<file path="src/rtl/reaction_delay_timer.sv">
// reaction_delay_timer: random pre-stimulus delay from the LFSR, LED stimulus,
// and reaction time measured in whole milliseconds with false-start/timeout flags.
module reaction_delay_timer #(
   parameter int TICKS_PER_MS = 50000,
   parameter int BASE_MS      = 1000,
   parameter int STEP_MS      = 250,
   parameter int MAX_MS       = 9999
) (
   input  logic        clock,
   input  logic        reset,
   input  logic        start,
   input  logic        react,
   input  logic [3:0]  rand_in,
   output logic        led,
   output logic        busy,
   output logic        done,
   output logic        early,
   output logic        timeout,
   output logic [13:0] result_ms
);
   localparam int PW = $clog2(TICKS_PER_MS);
   typedef enum logic [1:0] {IDLE, WAIT, GO} state_t;
   state_t state, state_nxt;
   logic [PW-1:0] presc, presc_nxt;
   logic [13:0] ms_cnt, ms_nxt, ms_inc, delay_ms, delay_nxt, result_nxt;
   logic react_prev, press, tick, hit_delay, hit_max;
   logic led_nxt, done_nxt, early_nxt, timeout_nxt;
   assign press     = react & ~react_prev;
   assign tick      = presc == PW'(TICKS_PER_MS - 1);
   assign ms_inc    = ms_cnt + {13'd0, tick};
   assign hit_delay = (state == WAIT) && (ms_inc == delay_ms);
   assign hit_max   = (state == GO) && (ms_inc == 14'(MAX_MS));
   always_ff @(posedge clock or negedge reset)
      if (!reset) begin
         state <= IDLE;
         busy  <= 1'b0;
      end else begin
         state <= state_nxt;
         busy  <= state_nxt != IDLE;
      end
   always_comb begin
      state_nxt = state;
      case (state)
         IDLE:    state_nxt = start ? WAIT : IDLE;
         WAIT:    state_nxt = press ? IDLE : hit_delay ? GO : WAIT;
         GO:      state_nxt = (press || hit_max) ? IDLE : GO;
         default: state_nxt = IDLE;
      endcase
   end
   always_comb begin
      presc_nxt   = tick ? '0 : presc + PW'(1);
      ms_nxt      = ms_inc;
      delay_nxt   = delay_ms;
      led_nxt     = led;
      done_nxt    = 1'b0;
      early_nxt   = early;
      timeout_nxt = timeout;
      result_nxt  = result_ms;
      case (state)
         IDLE: begin
            presc_nxt = '0;
            ms_nxt    = '0;
            if (start) begin
               delay_nxt   = 14'(BASE_MS) + 14'(rand_in) * 14'(STEP_MS);
               early_nxt   = 1'b0;
               timeout_nxt = 1'b0;
               result_nxt  = '0;
            end
         end
         WAIT: begin
            if (press) begin
               early_nxt  = 1'b1;
               result_nxt = '0;
               done_nxt   = 1'b1;
            end else if (hit_delay) begin
               led_nxt   = 1'b1;
               presc_nxt = '0;
               ms_nxt    = '0;
            end
         end
         GO: begin
            // a press on the limit edge is a reaction scored at the limit
            if (press || hit_max) begin
               led_nxt     = 1'b0;
               done_nxt    = 1'b1;
               result_nxt  = hit_max ? 14'(MAX_MS) : ms_cnt;
               timeout_nxt = hit_max & ~press;
            end
         end
         default: begin
            presc_nxt = '0;
            ms_nxt    = '0;
         end
      endcase
   end
   always_ff @(posedge clock or negedge reset)
      if (!reset) begin
         presc      <= '0;
         ms_cnt     <= '0;
         delay_ms   <= '0;
         react_prev <= 1'b0;
         led        <= 1'b0;
         done       <= 1'b0;
         early      <= 1'b0;
         timeout    <= 1'b0;
         result_ms  <= '0;
      end else begin
         presc      <= presc_nxt;
         ms_cnt     <= ms_nxt;
         delay_ms   <= delay_nxt;
         react_prev <= react;
         led        <= led_nxt;
         done       <= done_nxt;
         early      <= early_nxt;
         timeout    <= timeout_nxt;
         result_ms  <= result_nxt;
      end
endmodule
</file>
<file path="config.mk">
export PLATFORM = sky130hd
export DESIGN_NAME = reaction_delay_timer
export DESIGN_NICKNAME = d
export VERILOG_FILES = /design/src/rtl/reaction_delay_timer.sv
export SDC_FILE = /design/constraint.sdc
export NUM_CORES = 1
export LEC_CHECK = 0
export CORE_ASPECT_RATIO = 0.75
export CORE_UTILIZATION = 37
export CTS_CLUSTER_DIAMETER = 40
export DETAILED_ROUTE_END_ITERATION = 8
export SLEW_MARGIN = 40
export SYNTH_ARGS = -nofsm -noshare
export SYNTH_HDL_FRONTEND = slang
export SYNTH_SLANG_ARGS = --single-unit
</file>
<file path="constraint.sdc">
create_clock -name clock -period 4.4 [get_ports clock]
set_clock_uncertainty 0.05 [all_clocks]
set_input_delay 0.88 -clock clock [delete_from_list [all_inputs] [get_ports clock]]
set_output_delay 0.88 -clock clock [all_outputs]
set_load 0.05 [all_outputs]
</file>
==> results.txt <==
Outcome: finished, final reports clean
Initial core utilization: 0.381
Final Instance Count excl. Fillers: 648
Critical Path RT: 4.59 ns
Worst Tran Pin Value: 0.783 ns
Reg2reg path depth: 13
DRC Markers: 0
Post-detail-place hpwl: 7260 um
Ys async rst share: 1.00
Final ANT Viol Nets: 0
Die height: 96.6 um
Post-Syn Instances: 450
CP max FO: 4
Count of buffers from port buffering: 26
Yosys reg bits: 64
DR pass1 iterations: 4
Dpl cells: 633
TritonCTS Sinks: 64
H-tree levels: 3
Routability cong.: 0.844
Flop2flop setup slack: 0.55 ns
Power per cell area: 442 mW/mm2
Crit end category: flop
Top-level I/O count: 27
Hold path cells: 1
Hold WC Path Type: flop to flop
Setup violations, final: 0
Total power: 2300 uW
Via count: 3338
Post-Synth XOR/XNOR Area: 0.0903
CP top delay family: compound AO/OA/AOI/OAI gates
Most frequent cells in the layout: dfrtp_1 (64), nand2_1 (44), inv_1 (38)
Avg Inst Size Synth: 9.82 um2
MaxCap Viol Count: 0
Final clock period utilization by the worst path: 0.939
Slowest stage delay, CP: 0.53 ns
Gr usage total: 0.173
EDFF count, synth: 0
Largest family of logic cells by synthesized area: simple AND/OR/NAND/NOR gates
Max-slew headroom: 0.477
Fmax: 0.242 GHz
Startpoint types: input port
Largest net degree at the start of global routing: 42
WL final: 9800 um
Crit path kind: input port to flop
Mux cell area share after synthesis: 0.0399
Num CTS Buffers: 9
Fin area: 0.00520 mm2
Min Tclk post-route: 4.13 ns
Sum Neg Setup Slack: 0 ns
# Post-CTS Setup Buffers: 0
Ys flop type: dfrtp_1
Clock-pin slew on the worst setup and hold paths: 0.05 ns
Part of the Yosys area used for sequential elements: 0.362
Initial DRC Count: 212
Remaining Overflow, GRT: 0
Final Max Slew Viols: 0
Synth Area in Compound Gates: 0.172
Die ar.: 0.0124 mm2
Number of global-route vias before repair: 3282
# diodes: 0
CTS Hold Bufs: 0
Post-CTS Resized: 0
Leakage: 0.00226 uW
RSZ-0062 raised after global routing: false
Synth unique cells: 73
Ratio of cells with drive above 1 in the final layout: 0.126
Hold Fails Final Rpt: 0
Initial antenna violation count: 0
DP Area: 0.00488 mm2
Syn nets: 487
Area Growth Syn to Fin: 17.7%
Final nets: 519
Reg2reg end: led$_DFFE_PN0P_
Commonest non-fill, non-tap cell in the layout: dfrtp_1
WP data arrival: 4.32 ns
Adder-cell share of the synthesized area: 0.0940
Vias per inst: 5.15
Die width: 128 um
Crit-path slowest cell: fa_1
Peak VDD IR: 0.227 mV
Simple-gate portion of the synthesized area: 0.181
Critical path buffers and inverters: 4
First-pass GRT wire length: 16700 um
Clk_lat worst skew: 0.33 ns
Mapped cell area: 0.00442 mm2
Ys Warns: 0
Min-delay src: presc[0]$_DFF_PN0_
CTS root buf: clkbuf_16
CTS tree: built
Clk buf depth: 2
Placeable core area: 0.0116 mm2
Final core utilization: 0.448
Site Rows: 34
WHS Endpoint: presc[0]$_DFF_PN0_
Crit path cell chain: clkdlybuf4s50_1, buf_4, ha_1, inv_1, fa_1, inv_1, ha_1, a21o_1, a21o_1, a211oi_1, o21ai_0, a21oi_1, xor3_1, o21ai_0
R2R Path Start: presc[0]$_DFF_PN0_
Wire per inst: 15.1 um
-- cell usage after synthesis, types with 3 or more instances --
| master | instances | share of area |
|---|---|---|
| a21boi_0 | 6 | 0.010 |
| a21oi_1 | 17 | 0.019 |
| o22ai_1 | 3 | 0.0042 |
| o211ai_1 | 3 | 0.0051 |
| nand2b_1 | 5 | 0.0071 |
| xor2_1 | 22 | 0.044 |
| ha_1 | 22 | 0.062 |
| fa_1 | 7 | 0.032 |
| a21o_1 | 3 | 0.0051 |
| mux2i_1 | 15 | 0.034 |
| clkbuf_1 | 9 | 0.0076 |
| dfrtp_1 | 64 | 0.36 |
| and3_1 | 13 | 0.018 |
| nor2_1 | 13 | 0.011 |
| a211oi_1 | 12 | 0.020 |
| a21oi_2 | 10 | 0.020 |
| nor3_1 | 4 | 0.0045 |
| o21ai_0 | 22 | 0.025 |
| or3_1 | 4 | 0.0057 |
| buf_6 | 3 | 0.0076 |
| buf_4 | 5 | 0.0085 |
| nor2b_1 | 7 | 0.0099 |
| nand4_1 | 4 | 0.0057 |
| nand3_1 | 10 | 0.011 |
| inv_1 | 38 | 0.032 |
| and4_1 | 5 | 0.0099 |
| nor4_1 | 3 | 0.0042 |
| xnor2_1 | 19 | 0.038 |
| nand2_1 | 45 | 0.038 |
-- worst reg2reg max path, stage by stage (launching register included) --
cell,delay (ns)
dfrtp_1,0.36
ha_1,0.18
and3_1,0.25
nand4_1,0.16
inv_1,0.09
ha_1,0.20
ha_1,0.30
and4_1,0.31
a21boi_1,0.12
a21oi_1,0.33
nand4b_1,0.20
nor4b_4,0.60
o31ai_1,0.12
or3b_1,0.43
-- cell type report --
class | instances | area, um2
Inverter | 38 | 143
Fill cell | 1127 | 6410
Timing Repair Buffer | 41 | 370
Clock inverter | 3 | 65.1
Clock buffer | 12 | 256
Tap cell | 162 | 203
Multi-Input combinational cell | 328 | 2560
Sequential cell | 64 | 1600
-- power by group --
part / total (uW) / switching, uW / internal (uW)
clock: 774 / 251 / 522
sequential: 745 / 79.9 / 666
combinational: 781 / 462 / 319
-- cell families (layout without fill, tap and decap cells) --
kind of cell | after synthesis | in the layout
DFF | 64 | 64
adders and majority gates | 29 | 29
and+or+nand+nor | 136 | 136
buffers and inverters | 58 | 94
muxes | 17 | 17
AOI/OAI and AO/OA | 103 | 103
xor gates and xnor gates | 43 | 43
-- flip-flops by register name, summed over array words and instances (netlist names) --
name / cells
presc: 16
ms_cnt: 14
result_ms: 14
delay_ms: 12
state: 2
busy: 1
done: 1
early: 1
led: 1
react_prev: 1
timeout: 1
-- per-stage QoR --
stage | hold WS, ns | setup WS [ns]
after global routing | 0.420 | 0.104
after detailed placement | 0.399 | -0.0684
after CTS | 0.405 | 0.278
after global placement | 0.394 | 0.0433
after floorplan | 0.376 | 0.460
final | 0.406 | 0.267
-- per-layer routing --
layer  up-vias  share of wire  global-route usage  routed length (um)
met1      1583           0.52               0.260                5050
li1       1663              -                   -                   -
met4         0          0.016              0.0606                 153
met3        14          0.064              0.0442                 628
met2        78           0.40               0.236                3970
met5         -              0                   0                   0
-- how the worst max path moves through the flow --
stage	startpoint	cells after the start	to
2_1_floorplan	rand_in[1]	12	delay_ms[11]$_DFFE_PN0P_
3_3_place_gp	rand_in[1]	14	delay_ms[11]$_DFFE_PN0P_
3_5_place_dp	rand_in[1]	14	delay_ms[11]$_DFFE_PN0P_
4_1_cts	rand_in[2]	12	delay_ms[11]$_DFFE_PN0P_
5_1_grt	rand_in[2]	12	delay_ms[11]$_DFFE_PN0P_
6_report	rand_in[1]	14	delay_ms[11]$_DFFE_PN0P_
Note: power is estimated with default switching activity, not from simulation.
